`config.mk`:
```
export PLATFORM = sky130hd
export DESIGN_NAME = fetch_ctrl_flat
export DESIGN_NICKNAME = d
export VERILOG_FILES = /design/src/rtl/fetch_pkg.sv /design/src/rtl/fetch_if.sv /design/src/rtl/fetch_fifo.sv /design/src/rtl/fetch_ctrl.sv /design/src/flat_wrapper.sv
export SDC_FILE = /design/constraint.sdc
export NUM_CORES = 1
export LEC_CHECK = 0
export BUFFER_PORTS_ARGS = -buffer_cell sky130_fd_sc_hd__buf_4
export CAP_MARGIN = 0
export CELL_PAD_IN_SITES_DETAIL_PLACEMENT = 1
export CELL_PAD_IN_SITES_GLOBAL_PLACEMENT = 2
export CORE_MARGIN = 8
export CORE_UTILIZATION = 33
export CTS_BUF_LIST = sky130_fd_sc_hd__clkbuf_16
export DETAILED_ROUTE_END_ITERATION = 7
export GPL_TIMING_DRIVEN = 0
export PLACE_DENSITY_LB_ADDON = 0.1
export SLEW_MARGIN = 40
export SYNTH_ARGS = -nofsm -noshare
export SYNTH_HDL_FRONTEND = slang
export SYNTH_SLANG_ARGS = --single-unit
```
`constraint.sdc`:
```
create_clock -name clk -period 2.24 [get_ports clk]
set_input_delay 0.448 -clock clk [delete_from_list [all_inputs] [get_ports clk]]
set_output_delay 0.448 -clock clk [all_outputs]
set_load 0.02 [all_outputs]
```
`src/rtl/fetch_pkg.sv`:
```
// Shared types for the instruction-fetch slice: FSM states, buffered fetch entry, PC helper.
package fetch_pkg;

  localparam int unsigned ADDR_W = 32;
  localparam int unsigned INST_W = 32;

  typedef enum logic [1:0] {
    IDLE   = 2'd0,
    RUN    = 2'd1,
    HALTED = 2'd2
  } fetch_state_t;

  typedef struct packed {
    logic [ADDR_W-1:0] pc;
    logic [INST_W-1:0] inst;
  } fetch_entry_t;

  // Word-addressed increment; all-ones wraps to zero.
  function automatic logic [ADDR_W-1:0] pc_inc(input logic [ADDR_W-1:0] pc);
    return pc + ADDR_W'(1);
  endfunction

endpackage

```
`src/rtl/fetch_if.sv`:
```
// Fetch-stage bus: instruction-memory port, redirect/halt control and decode handshake.
interface fetch_if;
  import fetch_pkg::*;

  logic [ADDR_W-1:0] imem_addr;
  logic [INST_W-1:0] imem_rdata;
  logic              redirect_valid;
  logic [ADDR_W-1:0] redirect_pc;
  logic              halt;
  logic              inst_valid;
  logic              inst_ready;
  logic [INST_W-1:0] inst_data;
  logic [ADDR_W-1:0] inst_pc;
  logic              halted;

  // Environment side: memory, branch unit and decode.
  modport master (
    output imem_rdata, redirect_valid, redirect_pc, halt, inst_ready,
    input  imem_addr, inst_valid, inst_data, inst_pc, halted
  );

  // Fetch controller side.
  modport slave (
    input  imem_rdata, redirect_valid, redirect_pc, halt, inst_ready,
    output imem_addr, inst_valid, inst_data, inst_pc, halted
  );

endinterface

```
`src/rtl/fetch_fifo.sv`:
```
// Small synchronous FIFO of fetch entries; flush drops everything, push is ignored when full.
module fetch_fifo
  import fetch_pkg::*;
#(
  parameter int unsigned DEPTH = 2
) (
  input  logic         clk,
  input  logic         rst_n,
  input  logic         push_i,
  input  logic         pop_i,
  input  logic         flush_i,
  input  fetch_entry_t wdata_i,
  output fetch_entry_t rdata_o,
  output logic         full_o,
  output logic         empty_o
);

  localparam int unsigned PTR_W = $clog2(DEPTH);
  localparam int unsigned CNT_W = $clog2(DEPTH + 1);

  fetch_entry_t         mem_q [DEPTH];
  logic [PTR_W-1:0]     wr_ptr_q;
  logic [PTR_W-1:0]     rd_ptr_q;
  logic [CNT_W-1:0]     count_q;
  logic                 do_push;
  logic                 do_pop;

  assign full_o  = (count_q == CNT_W'(DEPTH));
  assign empty_o = (count_q == '0);
  assign do_push = push_i & ~full_o;
  assign do_pop  = pop_i & ~empty_o;
  assign rdata_o = mem_q[rd_ptr_q];

  // Pointers wrap naturally because DEPTH is a power of two.
  always_ff @(posedge clk or negedge rst_n) begin
    if (!rst_n) begin
      for (int unsigned i = 0; i < DEPTH; i++) begin
        mem_q[i] <= '0;
      end
      wr_ptr_q <= '0;
      rd_ptr_q <= '0;
      count_q  <= '0;
    end else if (flush_i) begin
      wr_ptr_q <= '0;
      rd_ptr_q <= '0;
      count_q  <= '0;
    end else begin
      if (do_push) begin
        mem_q[wr_ptr_q] <= wdata_i;
        wr_ptr_q        <= wr_ptr_q + PTR_W'(1);
      end
      if (do_pop) begin
        rd_ptr_q <= rd_ptr_q + PTR_W'(1);
      end
      count_q <= count_q + CNT_W'(do_push) - CNT_W'(do_pop);
    end
  end

endmodule

```
`src/rtl/fetch_ctrl.sv`:
```
// Fetch sequencer: owns the PC, drives instruction memory and buffers words for decode,
// with redirect (flush + new PC) and halt control.
module fetch_ctrl
  import fetch_pkg::*;
#(
  parameter logic [ADDR_W-1:0] RESET_PC   = '0,
  parameter int unsigned       FIFO_DEPTH = 2
) (
  input  logic   clk,
  input  logic   rst_n,
  fetch_if.slave bus
);

  fetch_state_t      state_q, state_d;
  logic [ADDR_W-1:0] pc_q, pc_d;
  logic              halted_q, halted_d;
  logic              push_c;
  logic              flush_c;
  logic              pop_c;
  logic              fifo_full;
  logic              fifo_empty;
  fetch_entry_t      push_entry;
  fetch_entry_t      head_entry;

  assign push_entry = '{pc: pc_q, inst: bus.imem_rdata};
  assign pop_c      = ~fifo_empty & bus.inst_ready;

  always_ff @(posedge clk or negedge rst_n) begin
    if (!rst_n) begin
      state_q  <= IDLE;
      pc_q     <= RESET_PC;
      halted_q <= 1'b0;
    end else begin
      state_q  <= state_d;
      pc_q     <= pc_d;
      halted_q <= halted_d;
    end
  end

  // Redirect beats halt; fetch only when the buffer had room at the start of the cycle.
  always_comb begin
    state_d = state_q;
    pc_d    = pc_q;
    push_c  = 1'b0;
    flush_c = 1'b0;
    unique case (state_q)
      IDLE: begin
        state_d = RUN;
      end
      RUN: begin
        if (bus.redirect_valid) begin
          flush_c = 1'b1;
          pc_d    = bus.redirect_pc;
        end else if (bus.halt) begin
          state_d = HALTED;
        end else if (!fifo_full) begin
          push_c = 1'b1;
          pc_d   = pc_inc(pc_q);
        end
      end
      HALTED: begin
        if (bus.redirect_valid) begin
          flush_c = 1'b1;
          pc_d    = bus.redirect_pc;
          state_d = RUN;
        end
      end
      default: begin
        state_d = IDLE;
      end
    endcase
    halted_d = (state_d == HALTED);
  end

  fetch_fifo #(
    .DEPTH (FIFO_DEPTH)
  ) u_fifo (
    .clk     (clk),
    .rst_n   (rst_n),
    .push_i  (push_c),
    .pop_i   (pop_c),
    .flush_i (flush_c),
    .wdata_i (push_entry),
    .rdata_o (head_entry),
    .full_o  (fifo_full),
    .empty_o (fifo_empty)
  );

  assign bus.imem_addr  = pc_q;
  assign bus.inst_valid = ~fifo_empty;
  assign bus.inst_data  = head_entry.inst;
  assign bus.inst_pc    = head_entry.pc;
  assign bus.halted     = halted_q;

endmodule
```
`src/flat_wrapper.sv`:
```
// flat-port wrapper written by rule: the top's interface ports become plain ports
module fetch_ctrl_flat import fetch_pkg::*;
#(
  parameter logic [ADDR_W-1:0] RESET_PC   = '0,
  parameter int unsigned       FIFO_DEPTH = 2
)
  (clk, rst_n, bus_imem_rdata, bus_redirect_valid, bus_redirect_pc, bus_halt, bus_inst_ready, bus_imem_addr, bus_inst_valid, bus_inst_data, bus_inst_pc, bus_halted);
  fetch_if bus_i ();
  input  logic clk;
  input  logic rst_n;
  input wire logic [$bits(bus_i.imem_rdata)-1:0] bus_imem_rdata;
  input wire logic [$bits(bus_i.redirect_valid)-1:0] bus_redirect_valid;
  input wire logic [$bits(bus_i.redirect_pc)-1:0] bus_redirect_pc;
  input wire logic [$bits(bus_i.halt)-1:0] bus_halt;
  input wire logic [$bits(bus_i.inst_ready)-1:0] bus_inst_ready;
  output wire logic [$bits(bus_i.imem_addr)-1:0] bus_imem_addr;
  output wire logic [$bits(bus_i.inst_valid)-1:0] bus_inst_valid;
  output wire logic [$bits(bus_i.inst_data)-1:0] bus_inst_data;
  output wire logic [$bits(bus_i.inst_pc)-1:0] bus_inst_pc;
  output wire logic [$bits(bus_i.halted)-1:0] bus_halted;
  assign bus_i.imem_rdata = bus_imem_rdata;
  assign bus_i.redirect_valid = bus_redirect_valid;
  assign bus_i.redirect_pc = bus_redirect_pc;
  assign bus_i.halt = bus_halt;
  assign bus_i.inst_ready = bus_inst_ready;
  assign bus_imem_addr = bus_i.imem_addr;
  assign bus_inst_valid = bus_i.inst_valid;
  assign bus_inst_data = bus_i.inst_data;
  assign bus_inst_pc = bus_i.inst_pc;
  assign bus_halted = bus_i.halted;
  fetch_ctrl #(.RESET_PC(RESET_PC), .FIFO_DEPTH(FIFO_DEPTH)) u_core (.clk(clk), .rst_n(rst_n), .bus(bus_i));
endmodule
```
==> results.cfg <==
[cts]
worstSkewPairLatency_ns = 0.43
tritoncts = yes
cts_inserted_buffers = 17
max-clock-path-buffers = 2
clock_sink_count = 167
clkSlewWorstSetupHoldPaths_ns = 0.07
htreeDepth = 4
clockRootBuffer = sky130_fd_sc_hd__clkbuf_16

[setup_path]
setup.worst_path.class = register to output pin
critical_path_depth = 4
endpoint_kind = output pin
worst_r2r_path_depth = 11
worstPathMaxFanout = 10
worst_ep_arrival_time_ns = 1.72
cp_cell_sequence = buf_8, clkbuf_8, mux2_2, buf_4
cpLargestDelayFamily = buffers and inverters
reg2reg_from = u_core.state_q[1]
critPathBufInv = 3
timing.critical_path.slowest_cell_delay_ns = 0.38
r2r-end = u_core.u_fifo.count_q[1]
cell_type_of_the_slowest_stage_on_the_worst_timing_path = sky130_fd_sc_hd__dfrtp_1
crit_path_start_kind = register
r2r_setup_slack_ns = 0.08
critical_path_required_ns = 1.79

[route]
drcViolationCount = 0
post_drt_wl_per_cell_um = 21.1
avg_vias_per_cell = 5.15
finalWirelength_mm = 24.7
antenna_left = 0
dr.first_iter.drc_count = 246
vias = 6031
dr.pass1.iters = 4

[final_layout]
drive_gt1_share_pct = 55.1
areaGrowthSynthToFinish_pct = 33.2
antenna-diode-count = 0
fillers = 2582
finalNetCount = 910
final_area_um2 = 10600

[sta]
finalWorstSetupSlack_ns = 0.0716
unrepaired_setup_endpoints_after_global_routing = no
tightestPinTransition_ns = 0.580
clock.fmax_mhz = 461
finalSetupViolCount = 0
skew_ns = 0.0125
drv_slew = 0
final_hold_viol_count = 0
worst_hold_slack_ns = 0.237
worst_slew_margin_rel_pct = 61.3
fin_setup_tns_ns = 0
final_period_demand_of_the_worst_path_ns = 2.17
fin_crit_sh_pct = 96.8

[synthesis]
yosysWarnings = 0
synthAdderAreaFrac_pct = 1.10
synth_most_common_cell = sky130_fd_sc_hd__mux2_2
fraction_of_synthesized_area_in_multiplexers_pct = 27.4
synth_top_family_by_area = multiplexers
synth.lib_cells_used.distinct = 59
synth_simple_gate_area_share_pct = 7.79
synth-seq-area-share_pct = 52.4
synth.cells.most_frequent = 182 x sky130_fd_sc_hd__mux2_2, 167 x sky130_fd_sc_hd__dfrtp_1, 39 x sky130_fd_sc_hd__a21oi_1
syn-instance-count = 637
flops_latches_synth = 167
syn-cell-area_um2 = 7970
async_set_reset_flop_share_out_of_synthesis_pct = 100
post-synth-top-area-cell = sky130_fd_sc_hd__dfrtp_1
synth_compound_gate_area_share_pct = 8.33
synth_top_cell_area_share_pct = 52.4
synth_edf_count = 0
synth_flop_cell = sky130_fd_sc_hd__dfrtp_1
synthesis.nets = 713
synthXorXnorAreaFrac_pct = 0.330
post_synth.cell_area_avg_um2 = 12.5
netlist_top_cells_area = sky130_fd_sc_hd__dfrtp_1 52%, sky130_fd_sc_hd__mux2_2 26%, sky130_fd_sc_hd__a21oi_1 2.4%

[global_routing]
largest_net_degree_at_the_start_of_global_routing = 61
first_global_vias = 6917
grt_first_pass_wirelength_mm = 39.7
grt.met1_usage_pct = 22.1
global_route.usage.met3_pct = 3.63
gr-usage-all-layers_pct = 17.5
grt_util_met2_pct = 29.6
gr-max-usage-layer = met2
antenna_violations_before_repair = 0
grt_ovf = 0

[power_and_ir_drop]
power_density_nw_per_um2 = 1630
power_leakage_uw = 0.00472
total_design_power_uw = 17300
vdd_ir_drop_max_uv = 571

[hold_path]
min_from = bus_redirect_pc[31]
hold-path-endpoint = u_core.bus.imem_addr[31]
number_of_cells_on_the_worst_hold_path = 3
hp-class = primary input to register

[floorplanning]
placeable_core_area_um2 = 24000
total_i_o_pin_count = 167
fp-row-count = 57
effective_utilization_at_floorplan_pct = 33.2
floorplan_die_width_um = 171
fp.dieArea_um2 = 29400
die_y_um = 171

[placement]
place_congestion = 0.801
numPortBuffers = 166
pre_cts_ws_ns = -0.699
dpl-instance-area_um2 = 9690
place_hpwl_mm = 18.0

[run_status]
status = complete, no violations

[job]
maxCapViolCount = 0
report_power, final:
part	internal [µW]	switching [µW]	total, µW
sequential	4500	1190	5690
combinational	4190	4370	8560
clock	1670	1330	3010
flip-flops by register name (all words and copies together) (netlist names):
signal	flops
u_core.u_fifo.mem_q	128
u_core.u_fifo.count_q	2
u_core.u_fifo.wr_ptr_q	1
u_core.u_fifo.rd_ptr_q	1
u_core.bus.halted	1
u_core.bus.imem_addr	32
u_core.state_q	2
worst min-delay path, delay by kind of cell:
family,cells,cell delay [ns]
and+or+nand+nor,2,0.10
buffers and inverters,1,0.08
layer usage:
metal | share of wire (%) | vias up
met3 | 4.7 | 29
li1 | - | 2747
met5 | 0 | -
met4 | 1.7 | 0
met2 | 49 | 139
met1 | 45 | 3116
final cells by class:
| cell class | instances | area, µm² | share of cell area (%) |
|---|---|---|---|
| Clock inverter | 15 | 169 | 1.59 |
| Inverter | 7 | 26.3 | 0.247 |
| Sequential cell | 167 | 4190 | 39.5 |
| Buffer | 38 | 274 | 2.58 |
| Multi-Input combinational cell | 423 | 3720 | 35.1 |
| Clock buffer | 17 | 425 | 4.01 |
| Tap cell | 324 | 405 | 3.82 |
| Timing Repair Buffer | 180 | 1400 | 13.2 |
placed cells by master (no fill, tap or decap), types with 9 or more instances in the layout:
| master | n |
|---|---|
| sky130_fd_sc_hd__mux2_1 | 11 |
| sky130_fd_sc_hd__clkbuf_16 | 17 |
| sky130_fd_sc_hd__clkbuf_2 | 9 |
| sky130_fd_sc_hd__and3_1 | 10 |
| sky130_fd_sc_hd__dfrtp_1 | 156 |
| sky130_fd_sc_hd__nor2_1 | 10 |
| sky130_fd_sc_hd__nor3_1 | 9 |
| sky130_fd_sc_hd__dfrtp_2 | 11 |
| sky130_fd_sc_hd__a21oi_1 | 39 |
| sky130_fd_sc_hd__mux2_2 | 182 |
| sky130_fd_sc_hd__buf_4 | 183 |
| sky130_fd_sc_hd__o21ai_0 | 14 |
| sky130_fd_sc_hd__o22ai_1 | 10 |
| sky130_fd_sc_hd__nand3_1 | 17 |
| sky130_fd_sc_hd__nand2_1 | 30 |
worst max-delay path by stage:
stage,end,from,slack (ns)
3_3_place_gp,u_core.bus.imem_addr[9],u_core.state_q[0],-0.59
5_1_grt,bus_inst_pc[6],u_core.u_fifo.rd_ptr_q,0.007
4_1_cts,u_core.bus.imem_addr[31],u_core.bus.imem_addr[4],-0.006
3_5_place_dp,u_core.bus.imem_addr[9],u_core.state_q[0],-0.70
2_1_floorplan,u_core.u_fifo.count_q[1],u_core.state_q[1],0.03
6_report,bus_inst_data[19],u_core.u_fifo.rd_ptr_q,0.07
cells by family (layout without fill, tap and decap cells):
kind of cell,after synthesis,in the layout
compound gates,103,103
xor+xnor,3,3
fa+ha+maj,7,7
buf+inv,47,257
flops,167,167
mux,194,194
simple gates,116,116
stage by stage:
stage	cells	util, %
after floorplan	637	-
after global routing	1171	44.2
after CTS	1168	43.7
after global placement	1127	40.0
after detailed placement	1129	40.3
final	1171	44.2
repair_timing:
| action | 4_1_cts | 5_1_grt |
|---|---|---|
| endpoints found under the setup margin | 223 | 58 |
| pin swaps | 4 | 4 |
| hold buffers | 1 | 0 |
| endpoints found under the hold margin | 57 | 0 |
| gates resized for setup | 48 | 36 |
| buffers inserted | 8 | 3 |
Note: power is estimated with default switching activity, not from simulation.
